File: src/rtl/ysyx_25030085_pkg.sv
// Shared types and defaults for the IFU/LSU data-memory arbiter.
package ysyx_25030085_pkg;

    typedef enum logic [1:0] {
        IDLE  = 2'd0,
        ISSUE = 2'd1,
        WAIT  = 2'd2
    } arb_state_e;

    typedef enum logic {
        OWN_IFU = 1'b0,
        OWN_LSU = 1'b1
    } owner_e;

    localparam int unsigned TIMEOUT_CYC_DEFAULT = 255;

endpackage

File: src/rtl/ysyx_25030085_arb_timer.sv
// Response watchdog: cleared on entry to WAIT, counts WAIT cycles, flags when LIMIT is reached.
module ysyx_25030085_arb_timer #(
    parameter int unsigned LIMIT = 255
) (
    input  logic clk,
    input  logic rst,
    input  logic clear,
    input  logic en,
    output logic expired
);

    localparam int unsigned CNT_W = (LIMIT < 2) ? 1 : $clog2(LIMIT + 1);

    logic [CNT_W-1:0] cnt_q, cnt_d;

    assign expired = (cnt_q == CNT_W'(LIMIT));

    always_comb begin
        cnt_d = cnt_q;
        if (clear) begin
            cnt_d = '0;
        end else if (en && !expired) begin
            cnt_d = cnt_q + CNT_W'(1);
        end
    end

    always_ff @(posedge clk) begin
        if (rst) begin
            cnt_q <= '0;
        end else begin
            cnt_q <= cnt_d;
        end
    end

endmodule

File: src/rtl/ysyx_25030085_mem_arbiter.sv
// Shares one data-memory port between IFU and LSU; LSU wins ties, one transaction in flight.
// Define MEM_TIMEOUT_EN to abort a WAIT that exceeds TIMEOUT_CYC cycles.
module ysyx_25030085_mem_arbiter
    import ysyx_25030085_pkg::*;
#(
    parameter int unsigned ADDR_W      = 32,
    parameter int unsigned DATA_W      = 32,
    parameter int unsigned TIMEOUT_CYC = TIMEOUT_CYC_DEFAULT
) (
    input  logic                clk,
    input  logic                rst,

    input  logic                ifu_req_valid,
    output logic                ifu_req_ready,
    input  logic [ADDR_W-1:0]   ifu_addr,
    output logic                ifu_rsp_valid,
    output logic [DATA_W-1:0]   ifu_rdata,

    input  logic                lsu_req_valid,
    output logic                lsu_req_ready,
    input  logic [ADDR_W-1:0]   lsu_addr,
    input  logic                lsu_wen,
    input  logic [DATA_W-1:0]   lsu_wdata,
    input  logic [DATA_W/8-1:0] lsu_wmask,
    output logic                lsu_rsp_valid,
    output logic [DATA_W-1:0]   lsu_rdata,

    output logic                mem_req_valid,
    input  logic                mem_req_ready,
    output logic [ADDR_W-1:0]   mem_addr,
    output logic                mem_wen,
    output logic [DATA_W-1:0]   mem_wdata,
    output logic [DATA_W/8-1:0] mem_wmask,
    input  logic                mem_rsp_valid,
    input  logic [DATA_W-1:0]   mem_rdata,

    output logic                timeout_err
);

    localparam int unsigned MASK_W = DATA_W / 8;

    arb_state_e        state_q, state_d;
    owner_e            owner_q, owner_d;
    logic [ADDR_W-1:0] addr_q,  addr_d;
    logic              wen_q,   wen_d;
    logic [DATA_W-1:0] wdata_q, wdata_d;
    logic [MASK_W-1:0] wmask_q, wmask_d;

    logic in_idle, in_wait;
    logic lsu_grant, ifu_grant;
    logic rsp_fire, timeout_fire, done;
    logic wait_expired;

    // Reset masks every handshake so nothing leaks out during the reset cycle itself.
    assign in_idle      = (state_q == IDLE) & ~rst;
    assign in_wait      = (state_q == WAIT) & ~rst;
    assign lsu_grant    = in_idle & lsu_req_valid;
    assign ifu_grant    = in_idle & ifu_req_valid & ~lsu_req_valid;
    assign rsp_fire     = in_wait & mem_rsp_valid;
    assign timeout_fire = in_wait & wait_expired & ~mem_rsp_valid;
    assign done         = rsp_fire | timeout_fire;

    always_comb begin
        // NOTE: every target gets a default first, so no path through the case can infer a latch.
        state_d = state_q;
        owner_d = owner_q;
        addr_d  = addr_q;
        wen_d   = wen_q;
        wdata_d = wdata_q;
        wmask_d = wmask_q;
        unique case (state_q)
            IDLE: begin
                if (lsu_grant) begin
                    state_d = ISSUE;
                    owner_d = OWN_LSU;
                    addr_d  = lsu_addr;
                    wen_d   = lsu_wen;
                    wdata_d = lsu_wdata;
                    wmask_d = lsu_wmask;
                end else if (ifu_grant) begin
                    state_d = ISSUE;
                    owner_d = OWN_IFU;
                    addr_d  = ifu_addr;
                    wen_d   = 1'b0;
                    wdata_d = '0;
                    wmask_d = '1;
                end
            end
            ISSUE: begin
                if (mem_req_ready) state_d = WAIT;
            end
            WAIT: begin
                if (done) state_d = IDLE;
            end
            default: state_d = IDLE;
        endcase
    end

    always_ff @(posedge clk) begin
        // NOTE: non-blocking assignments make every flop sample pre-edge values, independent of statement order.
        if (rst) begin
            state_q <= IDLE;
            owner_q <= OWN_IFU;
            addr_q  <= '0;
            wen_q   <= 1'b0;
            wdata_q <= '0;
            wmask_q <= '0;
        end else begin
            state_q <= state_d;
            owner_q <= owner_d;
            addr_q  <= addr_d;
            wen_q   <= wen_d;
            wdata_q <= wdata_d;
            wmask_q <= wmask_d;
        end
    end

    assign lsu_req_ready = lsu_grant;
    assign ifu_req_ready = ifu_grant;

    assign mem_req_valid = (state_q == ISSUE) & ~rst;
    assign mem_addr      = addr_q;
    assign mem_wen       = wen_q;
    assign mem_wdata     = wdata_q;
    assign mem_wmask     = wmask_q;

    // A timed-out response still completes the owner's handshake, but with zero data.
    assign ifu_rsp_valid = done & (owner_q == OWN_IFU);
    assign lsu_rsp_valid = done & (owner_q == OWN_LSU);
    assign ifu_rdata     = (rsp_fire && owner_q == OWN_IFU) ? mem_rdata : '0;
    assign lsu_rdata     = (rsp_fire && owner_q == OWN_LSU) ? mem_rdata : '0;

`ifdef MEM_TIMEOUT_EN
    ysyx_25030085_arb_timer #(
        .LIMIT (TIMEOUT_CYC)
    ) u_timer (
        .clk     (clk),
        .rst     (rst),
        .clear   ((state_q == ISSUE) & mem_req_ready),
        .en      (state_q == WAIT),
        .expired (wait_expired)
    );
    assign timeout_err = timeout_fire;
`else
    assign wait_expired = 1'b0;
    assign timeout_err  = 1'b0;
`endif

endmodule

File: config.mk
export PLATFORM = sky130hd
export DESIGN_NAME = ysyx_25030085_mem_arbiter
export DESIGN_NICKNAME = d
export VERILOG_FILES = /design/src/rtl/ysyx_25030085_pkg.sv /design/src/rtl/ysyx_25030085_arb_timer.sv /design/src/rtl/ysyx_25030085_mem_arbiter.sv
export SDC_FILE = /design/constraint.sdc
export NUM_CORES = 1
export LEC_CHECK = 0
export ABC_AREA = 1
export ABC_CLOCK_PERIOD_IN_PS = 3850
export BUFFER_PORTS_ARGS = -buffer_cell sky130_fd_sc_hd__buf_4
export CORE_AREA = 3 3 106 108
export DETAILED_ROUTE_END_ITERATION = 6
export DIE_AREA = 0 0 109 111
export PLACE_DENSITY = 0.83
export SKIP_CTS_REPAIR_TIMING = 1
export SLEW_MARGIN = 30
export SYNTH_ARGS = -nofsm -noshare
export SYNTH_HDL_FRONTEND = slang
export SYNTH_SLANG_ARGS = --single-unit
File: constraint.sdc
create_clock -name clk -period 3.85 [get_ports clk]
set_input_delay 0.1925 -clock clk [delete_from_list [all_inputs] [get_ports clk]]
set_output_delay 0.1925 -clock clk [all_outputs]
set_load 0.03 [all_outputs]
==> flow_summary.rst, run 1 <==
.. list-table::
   :header-rows: 1

   * - Metric
     - Value
   * - Routed wire length on met3
     - ~1.5 mm
   * - Highest routed layer
     - met5
   * - Routed length on met1
     - 4.914 mm
   * - Clock buffer count from CTS
     - 9
   * - Average cell area after synthesis
     - 6.468 um2
   * - Total number of vias
     - between 4,000 and 5,000
   * - Detailed Routing Iterations Pass 1
     - 7
   * - CTS sink cnt
     - 72
   * - Data arrival time of the critical path
     - between 2000 and 3000 ps
   * - Effective utilization at floorplan
     - between 30% and 40%
   * - Period utilisation layout
     - approximately 64%
   * - Cell-by-cell trace of the critical path
     - nor2_4 > buf_4 > nand3_2 > nand2_2 > nand3_1 > a21oi_1
   * - Slew at the pin closest to its max-slew limit
     - 765.3 ps
   * - Fmax
     - 405.7 MHz
   * - Slowest cell on the critical path
     - nand2_2
   * - Startpoint of the most critical register-to-register path
     - state_q[1]$_SDFFE_PP0P_
   * - Run status
     - complete, no violations
   * - DP Wirelength
     - 10.21 mm
   * - Clock-pin slew reported for the worst setup and hold paths after clock tree synthesis
     - approximately 80 ps
   * - CP peak stage delay
     - 740 ps
   * - Setup repair after global routing missed its margin
     - no
   * - Max-slew headroom at the worst pin
     - 48.98%
   * - Number of buffers added on ports
     - approximately 280
   * - Synthesis Warnings
     - 0
   * - Detailed-route vias per instance
     - 4.778
   * - Overflow left after global routing
     - 0
   * - Total Negative Setup Slacks
     - 0 ps
   * - Cell family with most CP delay
     - simple AND/OR/NAND/NOR gates
   * - Length of routed met2 wiring
     - 6.951 mm
   * - DIE HEIGHT
     - roughly 110 um
   * - Number of levels in the clock H-tree
     - 3
   * - Start point of the worst hold path
     - mem_req_ready
   * - Worst Path Buf+Inv
     - 1
   * - Area Overhead vs Synth
     - 59.42%
   * - Total wire length
     - 13.87 mm
   * - Power consumption
     - 2.068 mW
   * - Post-Syn Instances
     - between 500 and 600
   * - Detailed Route Iter0 Violations
     - approximately 340
   * - Number of buffers between clock root and the deepest sink
     - 2
   * - Fin nets
     - 964
   * - Post-synthesis sequential area ratio
     - 38.22%
   * - Crit path time final
     - roughly 2500 ps
   * - GRT Resource Usage Total
     - between 20 and 25%
   * - Critical Path Sink Type
     - register
   * - Power density over the cells
     - around 340 nW/um2
   * - Die ar.
     - 12,100 um2
   * - Final standard cell utilization of the core
     - 58.24%
   * - Routability congestion estimate
     - around 0.80
   * - Number of ports placed on the die boundary
     - 278
   * - Post-synthesis cell type count
     - 20
   * - Clock Latency Late Sink
     - approximately 340 ps
   * - Proportion of layout cells with a drive suffix above 1
     - 36.51%
   * - Setup clock skew after layout
     - 17.55 ps
   * - Startpoint type of the worst setup path
     - register
   * - Type of the worst min-delay path
     - input pin to register
   * - Critical path type
     - register to register
   * - Synth Net Count
     - 722
   * - Post-synthesis sequential element count
     - 72
   * - CP Data Required Time
     - 4110 ps
   * - Final ANT Viol Nets
     - 0
   * - Worst-case vdd ir drop
     - 190.8 uV
   * - Die width
     - 109 um
   * - Synthesized area
     - 3771 um2
   * - Final hold vios
     - 0
   * - # rows
     - 37
   * - Via count of the first global-routing pass
     - 4,195
   * - Storage cell area
     - ~1400 um2
   * - Highest-count cells in the layout ignoring fill and taps
     - buf_4 (279), inv_1 (106), nand3_1 (99), nor2_1 (76), dfxtp_1 (72)
   * - Setup Viol. Count Final
     - 0
   * - Remaining DRCs
     - 0
   * - Area used by multi-input combinational logic
     - 1657 um2
   * - Critical-path maximum fanout
     - 37
   * - Leading cell type in the layout, fill and taps excluded
     - buf_4
   * - Max-slew violation count
     - 0
   * - Wire length of the first global-routing pass
     - 20.67 mm
   * - TritonCTS clock tree
     - yes
   * - Max cap viols
     - 0
   * - Average wire per standard cell
     - 14.34 um
   * - Initial antenna violation count
     - 3
   * - Leak Pwr
     - 3.284 nW
   * - Clock Root Buffer
     - clkbuf_8
   * - Launch point of the critical path
     - state_q[1]$_SDFFE_PP0P_
   * - Floorplan core area
     - 10,320 um2
   * - Pin count of the biggest net entering global routing
     - 103
   * - Filler cells
     - 977
per-layer routing:
metal / up-vias / GRT usage [%]
li1: 2320 / -
met1: 2011 / 23.36
met2: 244 / 37.14
met3: 41 / 7.397
met4: 4 / 8.923
met5: - / 0
registers in the layout, indices dropped and copies added (netlist names):
| signal | flops |
|---|---|
| mem_wen | 1 |
| state_q | 2 |
| owner_q | 1 |
| mem_addr | 32 |
| mem_wdata | 32 |
| mem_wmask | 4 |
final timing paths:
path / endpoint / slack, ps / cells after the start
worst max register to register: mem_addr[21]$_SDFFE_PP0P_ / 1390 / 6
worst max-delay path: mem_addr[21]$_SDFFE_PP0P_ / 1390 / 6
worst min-delay path: state_q[1]$_SDFFE_PP0P_ / 90 / 3
worst min register to register: mem_wdata[14]$_SDFFE_PP0P_ / 480 / 2
cell usage after synthesis:
library cell	number	area, um2
inv_4	1	6.260
nand2_1	71	266.5
o21ai_0	6	30.03
buf_2	12	60.06
nand3_4	1	17.52
buf_4	15	112.6
buf_6	2	22.52
inv_1	106	397.9
nor2_4	1	11.26
nor2_1	76	285.3
nand3_2	1	10.01
conb_1	1	3.750
clkinv_1	1	3.750
nand2_2	1	6.260
a21oi_1	65	325.3
nand3_1	99	495.5
clkbuf_1	19	71.32
dfxtp_1	72	1441
buf_1	1	3.750
nand4_1	32	200.2
cells by family (layout without fill, tap and decap cells):
kind of cell | Yosys count | after routing | synth area share, %
AND/OR/NAND/NOR | 282 | 282 | 34.27
AO/OA/AOI/OAI | 71 | 71 | 9.423
other | 1 | 2 | 0.09944
buffers and inverters | 157 | 404 | 17.98
flip-flops | 72 | 72 | 38.22
stage by stage:
stage	instances	area [um2]	worst slack, ps	hold slack (ps)
final	967	6012	1385	91.00
after global routing	967	6012	1116	77.64
after CTS	966	6006	1348	71.40
after detailed placement	950	5778	1356	429.2
after global placement	950	5773	1421	432.9
after floorplan	583	3771	2283	305.2
tightest hold or removal path: cells and delay by family:
family	cells	cell delay (ps)
simple gates	1	40
compound gates	1	60
buf+inv	1	80
cell type report:
cell class                      count  share of cell area [%]
Clock buffer                       11                   2.352
Multi-Input combinational cell    354                   27.55
Antenna cell                        1                 0.04162
Tap cell                          136                   2.830
Clock inverter                      5                   1.436
Sequential cell                    72                   23.97
Timing Repair Buffer              280                   35.03
Inverter                          108                   6.785
power by group:
group          switching, mW  internal, mW  total, mW  leakage [nW]
clock network          0.299         0.389      0.688         0.115
logic                  0.326         0.226      0.552          2.58
registers             0.0304         0.798      0.829         0.590
Note: power is estimated with default switching activity, not from simulation.
==> run 2, diff against run 1 <==
- ABC_CLOCK_PERIOD_IN_PS: 3850 -> 2450
- CORE_AREA: 3 3 106 108 -> default
- CORE_ASPECT_RATIO: default -> 0.6
- CORE_MARGIN: default -> 3
- CORE_UTILIZATION: default -> 41
- DIE_AREA: 0 0 109 111 -> default
- PLACE_DENSITY: 0.83 -> 0.91
- clock period: 3.85 -> 2.45 ns (I/O delays scaled with it)
==> run 2 against run 1 <==
- final area rose by 0.92%
- core utilization grew 11 points
- wire length down 0.21%
==> flow_summary.rst, run 2 (synthesis results as in run 1) <==
.. list-table::
   :header-rows: 1

   * - Metric
     - Value
   * - Number of ports placed on the die boundary
     - 278 (unchanged)
   * - Number of placed instances, taps included
     - 931 (-2.0%)
   * - Period utilisation layout
     - 89.48%
   * - Count of placed standard cells in the final layout, fillers left out
     - 947 (-2.1%)
   * - Worst reg-to-reg setup slack
     - 480 ps (-910 ps)
   * - Clock Root Buffer
     - clkbuf_16
   * - CTS sink cnt
     - 72 (unchanged)
   * - Average wire per standard cell
     - 14.62 um (+1.9%)
   * - Critical Path Sink Type
     - primary output
   * - Length of routed met2 wiring
     - 6.915 mm (-0.52%)
   * - Worst-case vdd ir drop
     - 390.1 uV (+100%)
   * - Via count of the first global-routing pass
     - 4,229 (+0.81%)
   * - End of the worst register-to-register path
     - mem_addr[6]$_SDFFE_PP0P_
   * - DIE HEIGHT
     - 80.29 um (-28%)
   * - Endpoint of the worst hold-timing path
     - state_q[1]$_SDFFE_PP0P_
   * - Routed wire length on met3
     - 1.367 mm (-6.7%)
   * - Fin nets
     - 969 (+0.52%)
   * - Crit path time final
     - 2192 ps
   * - Clock buffer count from CTS
     - 9 (unchanged)
   * - Routability congestion estimate
     - 0.8092 (+0.53%)
   * - Initial antenna violation count
     - 0 (-3)
   * - Max cap viols
     - 0 (unchanged)
   * - Highest-count cells in the layout ignoring fill and taps
     - buf_4 (285), inv_1 (106), nand3_1 (99), nor2_1 (76), dfxtp_1 (72)
   * - Overflow left after global routing
     - 0 (unchanged)
   * - Critical-path maximum fanout
     - 67 (+81%)
   * - Detailed Route Iter0 Violations
     - 273 (-21%)
   * - Type of the worst min-delay path
     - input pin to register
   * - TritonCTS clock tree
     - yes
   * - Setup clock skew after layout
     - 8.762 ps (-8.788 ps)
   * - Start point of the worst hold path
     - mem_req_ready
   * - Remaining DRCs
     - 0 (unchanged)
   * - R2R depth
     - 7 (+1)
   * - Pin count of the biggest net entering global routing
     - 72 (-30%)
   * - Startpoint type of the worst setup path
     - register
   * - Detailed Routing Iterations Pass 1
     - 4 (-3)
   * - Power consumption
     - 3.418 mW (+65%)
   * - Number of inserted diodes
     - 0 (-1)
   * - Area Overhead vs Synth
     - 60.88%
   * - Number of levels in the clock H-tree
     - 3 (unchanged)
   * - Total Negative Setup Slacks
     - 0 ps (unchanged)
   * - Data arrival time of the critical path
     - 2070 ps (-650 ps)
   * - Clock-pin slew reported for the worst setup and hold paths after clock tree synthesis
     - 60 ps (-20 ps)
   * - Setup Viol. Count Final
     - 0 (unchanged)
   * - Detailed-route vias per instance
     - 4.956 (+3.7%)
   * - Leading cell type in the layout, fill and taps excluded
     - buf_4
   * - Effective utilization at floorplan
     - 43.25% (+6.7 points)
   * - Floorplan core area
     - 8718 um2 (-16%)
   * - # rows
     - 26 (-30%)
   * - Slew at the pin closest to its max-slew limit
     - 732.6 ps (-32.69 ps)
   * - Max-slew headroom at the worst pin
     - 51.16% (+2.2 points)
   * - Highest routed layer
     - met4
   * - Number of buffers between clock root and the deepest sink
     - 2 (unchanged)
   * - Number of buffers added on ports
     - 276 (unchanged)
   * - Routed length on met1
     - 5.176 mm (+5.3%)
   * - Die width
     - 129.8 um (+19%)
   * - Fmax
     - 456.1 MHz
   * - Total number of vias
     - 4,693 (+1.6%)
   * - Leak Pwr
     - 3.324 nW (+1.2%)
   * - Startpoint of the most critical register-to-register path
     - state_q[0]$_SDFFE_PP0P_
   * - Power density over the cells
     - 563.4 nW/um2 (+64%)
   * - Clock Latency Late Sink
     - 330 ps (about the same)
   * - Total wire length
     - 13.84 mm (-0.21%)
   * - Die ar.
     - 10,420 um2 (-14%)
   * - DP Worst Slack
     - 484.6 ps (-871.2 ps)
   * - Worst hold stages
     - 3 (unchanged)
   * - CP Data Required Time
     - 2330 ps (-1780 ps)
   * - DP Wirelength
     - 10.11 mm (-0.93%)
   * - Final ANT Viol Nets
     - 0 (unchanged)
   * - Post-layout worst setup margin
     - 257.6 ps (-1127 ps)
   * - GRT Resource Usage Total
     - 24.53% (+3.1 points)
   * - Final hold vios
     - 0 (unchanged)
   * - Max-slew violation count
     - 0 (unchanged)
   * - Proportion of layout cells with a drive suffix above 1
     - 36.77% (+0.26 points)
   * - Critical path type
     - register to primary output
   * - Wire length of the first global-routing pass
     - 20.49 mm (-0.87%)
   * - Setup repair after global routing missed its margin
     - no
   * - Run status
     - complete, no violations
[run 2: changes by cell type in the layout (fill, tap and decap cells not counted), sizes merged]
cell      delta
diode        -1
clkbuf       -2
buf          +5
inv          +2
clkinvlp     +2
bufinv       -2
[run 2: metrics by stage]
stage                     instance area (um2)  hold WS (ps)  utilization, %
after floorplan                          3771         235.2               -
after global placement                   5781         364.9           66.30
after detailed placement                 5781         353.0           66.30
after CTS                                6067         7.604           69.59
after global routing                     6067         46.98           69.59
final                                    6067         17.51           69.59
[run 2: layer usage]
layer | global-route usage [%] | vias up
li1 | - | 2331
met1 | 28.41 | 2119
met2 | 42.09 | 215
met3 | 9.435 | 28
met4 | 7.469 | 0
met5 | 0 | -
[run 2: layout make-up]
class | instances | area (um2)
multi-input combinational | 354 | 1652
inverter | 108 | 407.9
timing repair buffer | 285 | 2140
tap | 112 | 140.1
sequential | 72 | 1441
clock buffer | 9 | 225.2
clock inverter | 7 | 61.31
fill | 761 | 2651
[run 2: how the worst max path moves through the flow]
stage	cells after the start	to	slack (ps)	from
global placement	6	mem_addr[0]$_SDFFE_PP0P_	560	state_q[1]$_SDFFE_PP0P_
CTS	6	ifu_req_ready	200	state_q[1]$_SDFFE_PP0P_
finish	6	ifu_req_ready	260	state_q[1]$_SDFFE_PP0P_
floorplan	5	ifu_req_ready	950	state_q[1]$_SDFFE_PP0P_
detailed placement	6	mem_addr[30]$_SDFFE_PP0P_	480	state_q[1]$_SDFFE_PP0P_
global route	6	ifu_req_ready	120	state_q[1]$_SDFFE_PP0P_
[run 2: where the power goes]
group	switching (mW)	internal (mW)	leakage (nW)
Sequential	0.0470	1.26	0.590
Clock	0.536	0.704	0.135
Combinational	0.518	0.357	2.60
Total	1.10	2.32	3.32
[run 2: critical path, stage by stage (launching register included)]
cell     delay (ps)
dfxtp_1         330
nor2_4          140
buf_4           360
nand3_2         130
buf_4           370
nor2_1          220
buf_4           190
==> run 3, diff against run 2 <==
- ABC_CLOCK_PERIOD_IN_PS: 2450 -> 2150
- CAP_MARGIN: default -> 30
- CORE_UTILIZATION: 41 -> 42
- CTS_BUF_LIST: default -> sky130_fd_sc_hd__clkbuf_8
- PLACE_DENSITY: 0.91 -> 0.93
- clock period: 2.45 -> 2.15 ns (I/O delays scaled with it)
==> run 3 against run 2 <==
- worst hold slack gained 1.9 ps
- count of clock-buffer cells in the layout is the same
- power grew 2.2%
- flip-flop and latch count is the same
- sequential share of layout area grew 0.22 points
- clock skew grew 4.1 ps
- register-to-register slack gained 30 ps
- critical path depth is the same
- critical path type unchanged
- largest cell class unchanged
- highest routed layer unchanged
==> flow_summary.rst, run 3 (synthesis results as in run 1) <==
.. list-table::
   :header-rows: 1

   * - Metric
     - Value
   * - Critical-path maximum fanout
     - 34 (-49%)
   * - TritonCTS clock tree
     - yes
   * - Number of buffers added on ports
     - 276 (unchanged)
   * - Setup Viol. Count Final
     - 0 (unchanged)
   * - Max-slew headroom at the worst pin
     - 49.71% (-1.4 points)
   * - CP peak stage delay
     - 340 ps (-30 ps)
   * - Detailed-route vias per instance
     - 4.957 (about the same)
   * - Fmax
     - ~530 MHz
   * - Average wire per standard cell
     - 14.66 um (+0.28%)
   * - Detailed Routing Iterations Pass 1
     - 5 (+1)
   * - Clock-pin slew reported for the worst setup and hold paths after clock tree synthesis
     - 90 ps (+30 ps)
   * - GRT Resource Usage Total
     - 25.66% (+1.1 points)
   * - Final worst hold slack
     - 19.37 ps (+1.862 ps)
   * - Type of the worst min-delay path
     - input pin to register
   * - Max cap viols
     - 0 (unchanged)
   * - Die width
     - 128.3 um (-1.1%)
   * - Critical Path Sink Type
     - primary output
   * - Highest-count cells in the layout ignoring fill and taps
     - buf_4 (287), inv_1 (106), nand3_1 (99), nor2_1 (76), dfxtp_1 (72)
   * - Detailed Route Iter0 Violations
     - 260 (-4.8%)
   * - Pin count of the biggest net entering global routing
     - 72 (unchanged)
   * - Design Area, Final
     - 6011 um2 (-0.93%)
   * - Area Overhead vs Synth
     - 59.39%
   * - Most used cell along the critical path
     - buf_4
   * - Share of power burned in combinational logic
     - 28.9% (+3.3 points)
   * - Cell family with most CP delay
     - buffers and inverters
   * - Switching Share
     - 34.52% (+2.3 points)
   * - DP Wirelength
     - 10.51 mm (+3.9%)
   * - Internal Dissipation
     - 2.288 mW (-1.3%)
   * - Slowest cell on the critical path
     - dfxtp_1
   * - Slew at the pin closest to its max-slew limit
     - 754.3 ps (+21.67 ps)
   * - Clock Latency Late Sink
     - 340 ps (about the same)
   * - Worst-case vdd ir drop
     - 406.2 uV (+4.1%)
   * - Net switching power figure
     - 1.206 mW (+9.6%)
   * - Floorplan core area
     - 8621 um2 (-1.1%)
   * - Period utilisation layout
     - between 80% and 90%
   * - Startpoint type of the worst setup path
     - register
   * - Setup repair after global routing missed its margin
     - no
   * - Max-slew violation count
     - 0 (unchanged)
   * - Fin nets
     - 973 (+0.41%)
   * - Leak Pwr
     - 3.297 nW (-0.79%)
   * - CTS sink cnt
     - 72 (unchanged)
   * - Total wire length
     - 13.94 mm (+0.71%)
   * - Total Negative Setup Slacks
     - 0 ps (unchanged)
   * - Clock Root Buffer
     - clkbuf_8
   * - Via count of the first global-routing pass
     - 4,121 (-2.6%)
   * - Cell-by-cell trace of the critical path
     - nor2_4 > nand3_4 > buf_4 > clkinv_1 > buf_4 > buf_4
   * - Number of inserted diodes
     - 0 (unchanged)
   * - Placed cell areas
     - 5816 um2 (+0.61%)
   * - DIE HEIGHT
     - 79.40 um (-1.1%)
   * - Remaining DRCs
     - 0 (unchanged)
   * - Leading cell type in the layout, fill and taps excluded
     - buf_4
   * - Number of buffers between clock root and the deepest sink
     - 2 (unchanged)
   * - Final hold vios
     - 0 (unchanged)
   * - Proportion of layout cells with a drive suffix above 1
     - 36.83% (+0.063 points)
   * - Overflow left after global routing
     - 0 (unchanged)
   * - Setup clock skew after layout
     - 12.81 ps (+4.053 ps)
   * - Wire length of the first global-routing pass
     - 20.90 mm (+2.0%)
   * - Initial antenna violation count
     - 0 (unchanged)
   * - Filler cells
     - 748 (-1.7%)
   * - Worst Path Buf+Inv
     - 4 (+1)
   * - Sequential power share
     - 42.4% (+4.3 points)
   * - Routability congestion estimate
     - 0.8081 (-0.14%)
   * - Clock group share of total power
     - 28.7% (-7.6 points)
   * - Number of ports placed on the die boundary
     - 278 (unchanged)
   * - Effective utilization at floorplan
     - 43.74% (+0.49 points)
   * - Total number of vias
     - 4,714 (+0.45%)
   * - Critical path type
     - register to primary output
   * - Clock buffer count from CTS
     - 9 (unchanged)
   * - Power density over the cells
     - 581.4 nW/um2 (+3.2%)
   * - Crit path time final
     - 1890 ps
   * - # rows
     - 26 (unchanged)
   * - Final ANT Viol Nets
     - 0 (unchanged)
   * - Number of levels in the clock H-tree
     - 3 (unchanged)
   * - Run status
     - complete, no violations
   * - Data arrival time of the critical path
     - 1780 ps (-290 ps)
   * - CP Data Required Time
     - 2040 ps (-290 ps)
   * - Die ar.
     - 10,190 um2 (-2.2%)
[run 3: cell count changes in the layout (fill, tap and decap cells not counted), sizes merged]
| cell | before | now |
|---|---|---|
| buf | 285 | 288 |
| clkinv | 1 | 2 |
| dlygate4sd3 | 0 | 1 |
| inv | 112 | 111 |
[run 3: through the flow]
| step | power (mW) | cells | utilization [%] | worst slack [ps] |
|---|---|---|---|---|
| after floorplan | 2.088 | 583 | - | 667.9 |
| after global placement | 2.505 | 934 | 67.46 | 628.5 |
| after detailed placement | 2.520 | 934 | 67.46 | 546.3 |
| after CTS | 3.515 | 950 | 69.61 | 238.5 |
| after global routing | 3.667 | 951 | 69.72 | 84.49 |
| final | 3.495 | 951 | 69.72 | 260.4 |
[run 3: worst register-to-register path: stages (launching register included)]
cell	delay (ps)
dfxtp_1	340
nor2_4	170
nand3_2	130
nand2_2	560
nand3_1	160
a21oi_1	190
[run 3: final cells by class]
| type | instances | area (um2) | share of cell area [%] |
|---|---|---|---|
| clock buffer | 9 | 123.9 | 2.061 |
| clock inverter | 7 | 61.31 | 1.020 |
| inverter | 108 | 407.9 | 6.786 |
| multi-input combinational | 354 | 1652 | 27.48 |
| sequential | 72 | 1441 | 23.98 |
| tap | 112 | 140.1 | 2.331 |
| timing repair buffer | 289 | 2185 | 36.34 |
[run 3: layer usage]
| layer | vias up | part of all wire (%) | wire length, um | global-route usage [%] |
|---|---|---|---|---|
| met4 | 0 | 2.2 | 301 | 7.309 |
| met1 | 2132 | 38 | 5348 | 30.27 |
| li1 | 2340 | - | - | - |
| met2 | 222 | 50 | 6963 | 44.60 |
| met3 | 20 | 9.5 | 1326 | 8.556 |
| met5 | - | 0 | 0 | 0 |
[run 3: worst paths after layout]
| kind | startpoint | endpoint | slack [ps] | cells past startpoint |
|---|---|---|---|---|
| worst min register to register | mem_wdata[25]$_SDFFE_PP0P_ | mem_wdata[25]$_SDFFE_PP0P_ | 480 | 2 |
| worst max-delay path | state_q[1]$_SDFFE_PP0P_ | lsu_req_ready | 260 | 6 |
| worst min-delay path | lsu_wdata[9] | mem_wdata[9]$_SDFFE_PP0P_ | 20 | 3 |
| worst max register to register | state_q[1]$_SDFFE_PP0P_ | mem_addr[7]$_SDFFE_PP0P_ | 510 | 5 |
[run 3: power by group through the flow]
stage | Sequential, mW | Combinational, mW | Clock, mW
after CTS | 1.48 | 1.01 | 1.02
after global placement | 1.51 | 0.997 | 0
after detailed placement | 1.51 | 1.01 | 0
after floorplan | 1.69 | 0.403 | 0
after global routing | 1.49 | 1.09 | 1.08
final | 1.48 | 1.01 | 1.00
